## src/rtl/inst_fetch_ctrl_pkg.sv

```systemverilog
// Shared definitions for the instruction fetch controller: default widths and FSM states.
package fetch_pkg;
    localparam int ADDR_W_DEF = 8;
    localparam int INST_W_DEF = 9;

    typedef enum logic [1:0] {
        IDLE   = 2'd0,
        RUN    = 2'd1,
        HALTED = 2'd2
    } fetch_state_t;
endpackage

```

## src/rtl/inst_fetch_ctrl_if.sv

```systemverilog
// Fetch controller bus: control from decode/execute, ROM address/data, and latched instruction.
interface inst_fetch_ctrl_if
    import fetch_pkg::*;
#(
    parameter int ADDR_W = ADDR_W_DEF,
    parameter int INST_W = INST_W_DEF
);
    logic              Start;
    logic [ADDR_W-1:0] StartAddr;
    logic              Stall;
    logic              BranchTaken;
    logic              BranchRel;
    logic [ADDR_W-1:0] BranchTarget;
    logic              Halt;
    logic [ADDR_W-1:0] Address;
    logic [INST_W-1:0] Instruction;
    logic [INST_W-1:0] InstOut;
    logic [ADDR_W-1:0] InstPC;
    logic              InstValid;
    logic              Running;
    logic              Done;

    modport master (
        input  Start, StartAddr, Stall, BranchTaken, BranchRel, BranchTarget, Halt, Instruction,
        output Address, InstOut, InstPC, InstValid, Running, Done
    );

    modport slave (
        output Start, StartAddr, Stall, BranchTaken, BranchRel, BranchTarget, Halt, Instruction,
        input  Address, InstOut, InstPC, InstValid, Running, Done
    );
endinterface

```

## src/rtl/inst_fetch_ctrl_pc_next.sv

```systemverilog
// Combinational next-PC select: start > branch > increment > hold, all modulo 2**ADDR_W.
module pc_next
    import fetch_pkg::*;
#(
    parameter int ADDR_W = ADDR_W_DEF
) (
    input  logic [ADDR_W-1:0] pc,
    input  logic [ADDR_W-1:0] inst_pc,
    input  logic [ADDR_W-1:0] start_addr,
    input  logic [ADDR_W-1:0] branch_target,
    input  logic              start_go,
    input  logic              branch_go,
    input  logic              branch_rel,
    input  logic              seq_go,
    output logic [ADDR_W-1:0] pc_nxt
);
    always_comb begin
        pc_nxt = pc;
        if (start_go)
            pc_nxt = start_addr;
        // Offset is already ADDR_W wide, so a truncating add equals sign-extend-then-wrap.
        else if (branch_go)
            pc_nxt = branch_rel ? inst_pc + branch_target : branch_target;
        else if (seq_go)
            pc_nxt = pc + ADDR_W'(1);
    end
endmodule

```

## src/rtl/inst_fetch_ctrl.sv

```systemverilog
// Instruction fetch controller: PC register, IDLE/RUN/HALTED FSM and registered instruction latch.
module inst_fetch_ctrl
    import fetch_pkg::*;
#(
    parameter int ADDR_W = ADDR_W_DEF,
    parameter int INST_W = INST_W_DEF
) (
    input  logic              CLK,
    input  logic              Reset_n,
    inst_fetch_ctrl_if.master bus
);
    fetch_state_t      state;
    logic [ADDR_W-1:0] pc, pc_nxt;
    logic [INST_W-1:0] inst_out;
    logic [ADDR_W-1:0] inst_pc;
    logic              inst_valid, running, done;
    logic              run, start_go, halt_go, branch_go, seq_go;

    // Halt and branch only act on a live instruction; stall masks branch but not halt.
    assign run       = (state == RUN);
    assign start_go  = !run && bus.Start;
    assign halt_go   = run && bus.Halt && inst_valid;
    assign branch_go = run && !halt_go && !bus.Stall && bus.BranchTaken && inst_valid;
    assign seq_go    = run && !halt_go && !bus.Stall && !branch_go;

    pc_next #(.ADDR_W(ADDR_W)) u_pc_next (
        .pc            (pc),
        .inst_pc       (inst_pc),
        .start_addr    (bus.StartAddr),
        .branch_target (bus.BranchTarget),
        .start_go      (start_go),
        .branch_go     (branch_go),
        .branch_rel    (bus.BranchRel),
        .seq_go        (seq_go),
        .pc_nxt        (pc_nxt)
    );

    always_ff @(posedge CLK or negedge Reset_n) begin
        if (!Reset_n) begin
            state      <= IDLE;
            pc         <= '0;
            inst_out   <= '0;
            inst_pc    <= '0;
            inst_valid <= 1'b0;
            running    <= 1'b0;
            done       <= 1'b0;
        end else begin
            pc <= pc_nxt;
            case (state)
                RUN: begin
                    if (halt_go) begin
                        state      <= HALTED;
                        inst_valid <= 1'b0;
                        running    <= 1'b0;
                        done       <= 1'b1;
                    end else if (branch_go) begin
                        // Word at the current PC is wrong-path; drop it.
                        inst_valid <= 1'b0;
                    end else if (seq_go) begin
                        inst_out   <= bus.Instruction;
                        inst_pc    <= pc;
                        inst_valid <= 1'b1;
                    end
                end
                default: begin
                    if (start_go) begin
                        state      <= RUN;
                        inst_valid <= 1'b0;
                        running    <= 1'b1;
                        done       <= 1'b0;
                    end
                end
            endcase
        end
    end

    assign bus.Address   = pc;
    assign bus.InstOut   = inst_out;
    assign bus.InstPC    = inst_pc;
    assign bus.InstValid = inst_valid;
    assign bus.Running   = running;
    assign bus.Done      = done;
endmodule

```

## src/flat_wrapper.sv

```systemverilog
// flat-port wrapper written by rule: the top's interface ports become plain ports
module inst_fetch_ctrl_flat import fetch_pkg::*;
#(
    parameter int ADDR_W = ADDR_W_DEF,
    parameter int INST_W = INST_W_DEF
)
  (CLK, Reset_n, bus_Start, bus_StartAddr, bus_Stall, bus_BranchTaken, bus_BranchRel, bus_BranchTarget, bus_Halt, bus_Instruction, bus_Address, bus_InstOut, bus_InstPC, bus_InstValid, bus_Running, bus_Done);
  inst_fetch_ctrl_if #(.ADDR_W(ADDR_W), .INST_W(INST_W)) bus_i ();
  input  logic CLK;
  input  logic Reset_n;
  input wire logic [$bits(bus_i.Start)-1:0] bus_Start;
  input wire logic [$bits(bus_i.StartAddr)-1:0] bus_StartAddr;
  input wire logic [$bits(bus_i.Stall)-1:0] bus_Stall;
  input wire logic [$bits(bus_i.BranchTaken)-1:0] bus_BranchTaken;
  input wire logic [$bits(bus_i.BranchRel)-1:0] bus_BranchRel;
  input wire logic [$bits(bus_i.BranchTarget)-1:0] bus_BranchTarget;
  input wire logic [$bits(bus_i.Halt)-1:0] bus_Halt;
  input wire logic [$bits(bus_i.Instruction)-1:0] bus_Instruction;
  output wire logic [$bits(bus_i.Address)-1:0] bus_Address;
  output wire logic [$bits(bus_i.InstOut)-1:0] bus_InstOut;
  output wire logic [$bits(bus_i.InstPC)-1:0] bus_InstPC;
  output wire logic [$bits(bus_i.InstValid)-1:0] bus_InstValid;
  output wire logic [$bits(bus_i.Running)-1:0] bus_Running;
  output wire logic [$bits(bus_i.Done)-1:0] bus_Done;
  assign bus_i.Start = bus_Start;
  assign bus_i.StartAddr = bus_StartAddr;
  assign bus_i.Stall = bus_Stall;
  assign bus_i.BranchTaken = bus_BranchTaken;
  assign bus_i.BranchRel = bus_BranchRel;
  assign bus_i.BranchTarget = bus_BranchTarget;
  assign bus_i.Halt = bus_Halt;
  assign bus_i.Instruction = bus_Instruction;
  assign bus_Address = bus_i.Address;
  assign bus_InstOut = bus_i.InstOut;
  assign bus_InstPC = bus_i.InstPC;
  assign bus_InstValid = bus_i.InstValid;
  assign bus_Running = bus_i.Running;
  assign bus_Done = bus_i.Done;
  inst_fetch_ctrl #(.ADDR_W(ADDR_W), .INST_W(INST_W)) u_core (.CLK(CLK), .Reset_n(Reset_n), .bus(bus_i));
endmodule
```

## config.mk

```make
export PLATFORM = sky130hd
export DESIGN_NAME = inst_fetch_ctrl_flat
export DESIGN_NICKNAME = d
export VERILOG_FILES = /design/src/rtl/inst_fetch_ctrl_pkg.sv /design/src/rtl/inst_fetch_ctrl_if.sv /design/src/rtl/inst_fetch_ctrl_pc_next.sv /design/src/rtl/inst_fetch_ctrl.sv /design/src/flat_wrapper.sv
export SDC_FILE = /design/constraint.sdc
export NUM_CORES = 1
export LEC_CHECK = 0
export ABC_AREA = 0
export CORE_MARGIN = 2
export CORE_UTILIZATION = 49
export DETAILED_ROUTE_END_ITERATION = 12
export PLACE_DENSITY = 0.82
export SYNTH_ARGS = -nofsm -noshare
export SYNTH_HDL_FRONTEND = slang
export SYNTH_HIERARCHICAL = 1
export SYNTH_SLANG_ARGS = --single-unit
```

## constraint.sdc

```tcl
create_clock -name CLK -period 6.3 [get_ports CLK]
set_clock_uncertainty 0.2 [all_clocks]
set_input_delay 1.89 -clock CLK [delete_from_list [all_inputs] [get_ports CLK]]
set_output_delay 1.89 -clock CLK [all_outputs]
set_load 0.02 [all_outputs]
```

==> Flow_metrics.wiki <==
{| class="wikitable"
! Metric !! Value
|-
| Run status || finished, final reports clean
|-
| Proportion of total power due to net switching || 42.0%
|-
| Total of flip-flops plus latches after synthesis || 28
|-
| Total congestion overflow || 0
|-
| Total iterations of the first detailed-routing run || 4
|-
| CTS tree || done
|-
| Summed instance area of the synthesized netlist || 0.00179 mm²
|-
| Combinational cell fraction of total power || 61.6%
|-
| Final ANT Viol Nets || 0
|-
| Number of remaining DRC errors || 0
|-
| Core footprint || 0.00342 mm²
|-
| Number of different library cells in the post-synthesis netlist || 44
|-
| Clock slew seen by the registers of the worst setup and hold paths || 150 ps
|-
| Growth of design area from synthesis to finish || 36.9%
|-
| Maximum root-to-sink buffer count || 2
|-
| Post-synth net total || about 210
|-
| Worst max-slew margin expressed relative to the limit || ~62%
|-
| Buffer type at the clock tree root || sky130_fd_sc_hd__clkbuf_4
|-
| Leak || about 1.1 nW
|-
| Maximum number of pins on one net before global-route repair || 29
|-
| Starting utilization of the core area || a little over half
|-
| Count of max-cap constraint violations || 0
|-
| Max VDD drop || 0.330 mV
|-
| Count of inserted antenna diode cells || 0
|-
| Buffers inserted during post-CTS setup optimization || 0
|-
| Initial drt markers || between 100 and 150
|-
| Sequential element share of the synthesized area || 39.1%
|-
| Layout cell share with drive strength beyond 1 || between 10% and 20%
|-
| CTS Buf Count || 3
|-
| Detail Placement HPWL || 3240 µm
|-
| Setup crit start kind || primary input
|-
| Final GP Congestion || around 0.85
|-
| Maximum fanout along the worst path || 18
|-
| Total of warnings raised by yosys || 6
|-
| Arrival time of data at the critical path endpoint || 4110 ps
|-
| Total Routed Length || around 4300 µm
|-
| First-pass GRT wire length || 6980 µm
|-
| Total number of vias || about 1500
|-
| Clock network power share || 7.6%
|-
| Via density per instance || 5.49
|-
| Worst setup EP type || flip-flop
|-
| Tot Pwr || about 0.0012 W
|-
| Number of sinks handled by clock tree synthesis || 28
|-
| Start-to-end type of the worst setup path || in -> reg
|-
| Number of rows created at floorplan || 21
|-
| Pin slew with the least headroom to its limit || approximately 570 ps
|-
| Maximum clock frequency || 246 MHz
|-
| Average wire length per cell after detail routing || 15.7 µm
|-
| Unrepaired setup endpoints after global routing || false
|-
| Data required time of the critical path || 6340 ps
|-
| Vias in the first global route || 1485
|-
| Die Y || 64.5 µm
|-
| Clock Latency Late Sink || 340 ps
|-
| Post-layout net count || 269
|-
| Accumulated negative setup slack || 0 ps
|-
| Total GRT Usage || between 20% and 30%
|-
| Crit path time final || 4070 ps
|-
| Die area || 0.00415 mm²
|-
| Final clock period utilization by the worst path || approximately 65%
|-
| Gate Count Post-Synth || 168
|-
| Pins Over Slew Limit || 0
|-
| Cell Int Power || 0.000696 W
|-
| Hold buffer count at CTS || 0
|-
| Share of power burned in registers || 30.8%
|-
| Final hold vios || 0
|-
| Antenna violations before repair || 0
|-
| Syn avg cell area || 10.7 µm²
|-
| Power per cell area || a little under 500 mW/mm²
|-
| Net switching power || between 0.0005 and 0.0006 W
|-
| CTS H-tree depth || 1
|-
| IO buf count || 59
|-
| Fillcell total || 278
|-
| Gates resized, CTS repair || 0
|-
| Final setup violation count || 0
|-
| Non-filler cells, final || 273
|-
| Placed instance count || between 200 and 300
|-
| Die span in x || 64.5 µm
|-
| Class of the tightest hold or removal check || reg -> reg
|-
| # IOs || 60
|}
==> final timing paths <==
check                                      start               endpoint  slack, ps  cells after the start
setup / recovery                       bus_Stall  u_core/bus.Address[7]       2230                      9
hold / removal             u_core/bus.InstOut[5]  u_core/bus.InstOut[5]        330                      1
setup reg to reg                 u_core/state[1]  u_core/bus.Address[7]       3780                      8
hold reg to reg            u_core/bus.InstOut[5]  u_core/bus.InstOut[5]        330                      1
max in group asynchronous                Reset_n   u_core/bus.InstPC[2]       3930                      2
min in group asynchronous                Reset_n  u_core/bus.Address[5]       1700                      2
==> kinds of logic (layout without fill, tap and decap cells) <==
logic type	count (synthesis)	count (layout)	share of synthesized area (%)
AND/OR/NAND/NOR	48	48	16.6
AO/OA/AOI/OAI	36	36	13.0
flip-flops	28	28	39.1
multiplexers	24	24	16.5
buffers and inverters	14	73	3.63
adder cells (fa/ha/maj)	9	9	6.71
XOR/XNOR	9	9	4.40
==> through the flow <==
| stage | util (%) | hold slack (ps) | area, µm² | setup WS [ps] |
|---|---|---|---|---|
| after global routing | 71.8 | 356 | 2450 | 2060 |
| after floorplan | - | 433 | 1790 | 2540 |
| after global placement | 70.7 | 292 | 2410 | 1960 |
| final | 71.8 | 332 | 2450 | 2230 |
| after detailed placement | 70.7 | 295 | 2410 | 1860 |
| after CTS | 71.8 | 340 | 2450 | 2220 |
==> registers in the layout, indices dropped and copies added, names as in the netlist <==
| register | flops |
|---|---|
| u_core/bus.InstOut | 9 |
| u_core/bus.InstValid | 1 |
| u_core/bus.InstPC | 8 |
| u_core/state | 2 |
| u_core/bus.Address | 8 |
==> routing by layer <==
metal  global-route usage [%]  share of wire (%)  vias up
met5                        0                  0        -
met4                     3.99               0.80        0
met3                     4.17                6.8        5
met2                     35.7                 49       65
met1                     29.3                 44      703
li1                         -                  -      726
==> power by group through the flow <==
stage	Sequential [W]	Combinational, W	Clock (W)
3_5_place_dp	0.000372	0.000735	0
3_3_place_gp	0.000368	0.000716	0
4_1_cts	0.000370	0.000739	0.0000917
5_1_grt	0.000384	0.000790	0.000102
6_report	0.000368	0.000739	0.0000911
2_1_floorplan	0.000463	0.000364	0
==> worst max-delay path, stage by stage <==
cell and delay [ps]:
sky130_fd_sc_hd__clkdlybuf4s50_1 460, sky130_fd_sc_hd__nor3b_4 270, sky130_fd_sc_hd__nand2_4 230, sky130_fd_sc_hd__inv_1 280
sky130_fd_sc_hd__nand4_4 160, sky130_fd_sc_hd__o21a_1 210, sky130_fd_sc_hd__o31ai_1 230, sky130_fd_sc_hd__o21ai_1 90
sky130_fd_sc_hd__a311o_1 290
==> cells in the mapped netlist <==
master / count / share of area [%]
sky130_fd_sc_hd__a211o_1: 1 / 0.49
sky130_fd_sc_hd__a21o_1: 1 / 0.42
sky130_fd_sc_hd__a21oi_1: 9 / 2.5
sky130_fd_sc_hd__a311o_1: 1 / 0.56
sky130_fd_sc_hd__a311oi_1: 1 / 0.49
sky130_fd_sc_hd__a31oi_1: 1 / 0.35
sky130_fd_sc_hd__and2_1: 1 / 0.35
sky130_fd_sc_hd__and3_1: 2 / 0.70
sky130_fd_sc_hd__and4_4: 1 / 0.63
sky130_fd_sc_hd__and4b_1: 1 / 0.56
sky130_fd_sc_hd__buf_2: 1 / 0.28
sky130_fd_sc_hd__buf_4: 1 / 0.42
sky130_fd_sc_hd__buf_6: 1 / 0.63
sky130_fd_sc_hd__clkbuf_1: 2 / 0.42
sky130_fd_sc_hd__dfrtp_1: 28 / 39
sky130_fd_sc_hd__fa_1: 1 / 1.1
sky130_fd_sc_hd__ha_1: 8 / 5.6
sky130_fd_sc_hd__inv_1: 9 / 1.9
sky130_fd_sc_hd__mux2_2: 8 / 5.0
sky130_fd_sc_hd__mux2_4: 9 / 7.5
sky130_fd_sc_hd__mux2i_1: 7 / 3.9
sky130_fd_sc_hd__nand2_1: 12 / 2.5
sky130_fd_sc_hd__nand2_4: 1 / 0.63
sky130_fd_sc_hd__nand2b_1: 8 / 2.8
sky130_fd_sc_hd__nand4_1: 3 / 1.0
sky130_fd_sc_hd__nand4_4: 1 / 1.2
sky130_fd_sc_hd__nor2_1: 7 / 1.5
sky130_fd_sc_hd__nor2b_1: 3 / 1.0
sky130_fd_sc_hd__nor2b_2: 1 / 0.49
sky130_fd_sc_hd__nor3_1: 2 / 0.56
sky130_fd_sc_hd__nor3b_4: 1 / 1.0
sky130_fd_sc_hd__nor4_1: 1 / 0.35
sky130_fd_sc_hd__nor4bb_1: 1 / 0.56
sky130_fd_sc_hd__o21a_1: 2 / 0.84
sky130_fd_sc_hd__o21ai_0: 7 / 2.0
sky130_fd_sc_hd__o21ai_1: 2 / 0.56
sky130_fd_sc_hd__o22a_1: 1 / 0.49
sky130_fd_sc_hd__o22ai_1: 3 / 1.0
sky130_fd_sc_hd__o31a_1: 1 / 0.49
sky130_fd_sc_hd__o31a_2: 2 / 1.1
sky130_fd_sc_hd__o31ai_1: 4 / 1.7
sky130_fd_sc_hd__or3_1: 2 / 0.70
sky130_fd_sc_hd__xnor2_1: 8 / 3.9
sky130_fd_sc_hd__xor2_1: 1 / 0.49
==> cell usage in the layout, fill, tap and decap left out, types with 2 or more instances in the layout <==
cell type	netlist	final
sky130_fd_sc_hd__a21oi_1	9	9
sky130_fd_sc_hd__and3_1	2	2
sky130_fd_sc_hd__clkbuf_4	0	3
sky130_fd_sc_hd__clkdlybuf4s50_1	0	59
sky130_fd_sc_hd__dfrtp_1	28	28
sky130_fd_sc_hd__ha_1	8	8
sky130_fd_sc_hd__inv_1	9	9
sky130_fd_sc_hd__mux2_2	8	8
sky130_fd_sc_hd__mux2_4	9	9
sky130_fd_sc_hd__mux2i_1	7	7
sky130_fd_sc_hd__nand2_1	12	12
sky130_fd_sc_hd__nand2b_1	8	8
sky130_fd_sc_hd__nand4_1	3	3
sky130_fd_sc_hd__nor2_1	7	7
sky130_fd_sc_hd__nor2b_1	3	3
sky130_fd_sc_hd__nor3_1	2	2
sky130_fd_sc_hd__o21a_1	2	2
sky130_fd_sc_hd__o21ai_0	7	7
sky130_fd_sc_hd__o21ai_1	2	2
sky130_fd_sc_hd__o22ai_1	3	3
sky130_fd_sc_hd__o31a_2	2	2
sky130_fd_sc_hd__o31ai_1	4	4
sky130_fd_sc_hd__or3_1	2	2
sky130_fd_sc_hd__xnor2_1	8	8
==> final cells by class <==
cell class              count  area (µm²)  area share [%]
clock buffers               4        36.3            1.48
inverters                   9        33.8            1.38
multi-input cells         126        1020            41.8
flip-flops and latches     28         701            28.6
well taps                  46        57.6            2.35
repair buffers             60         598            24.4
Power figures use the tool's default switching activity.
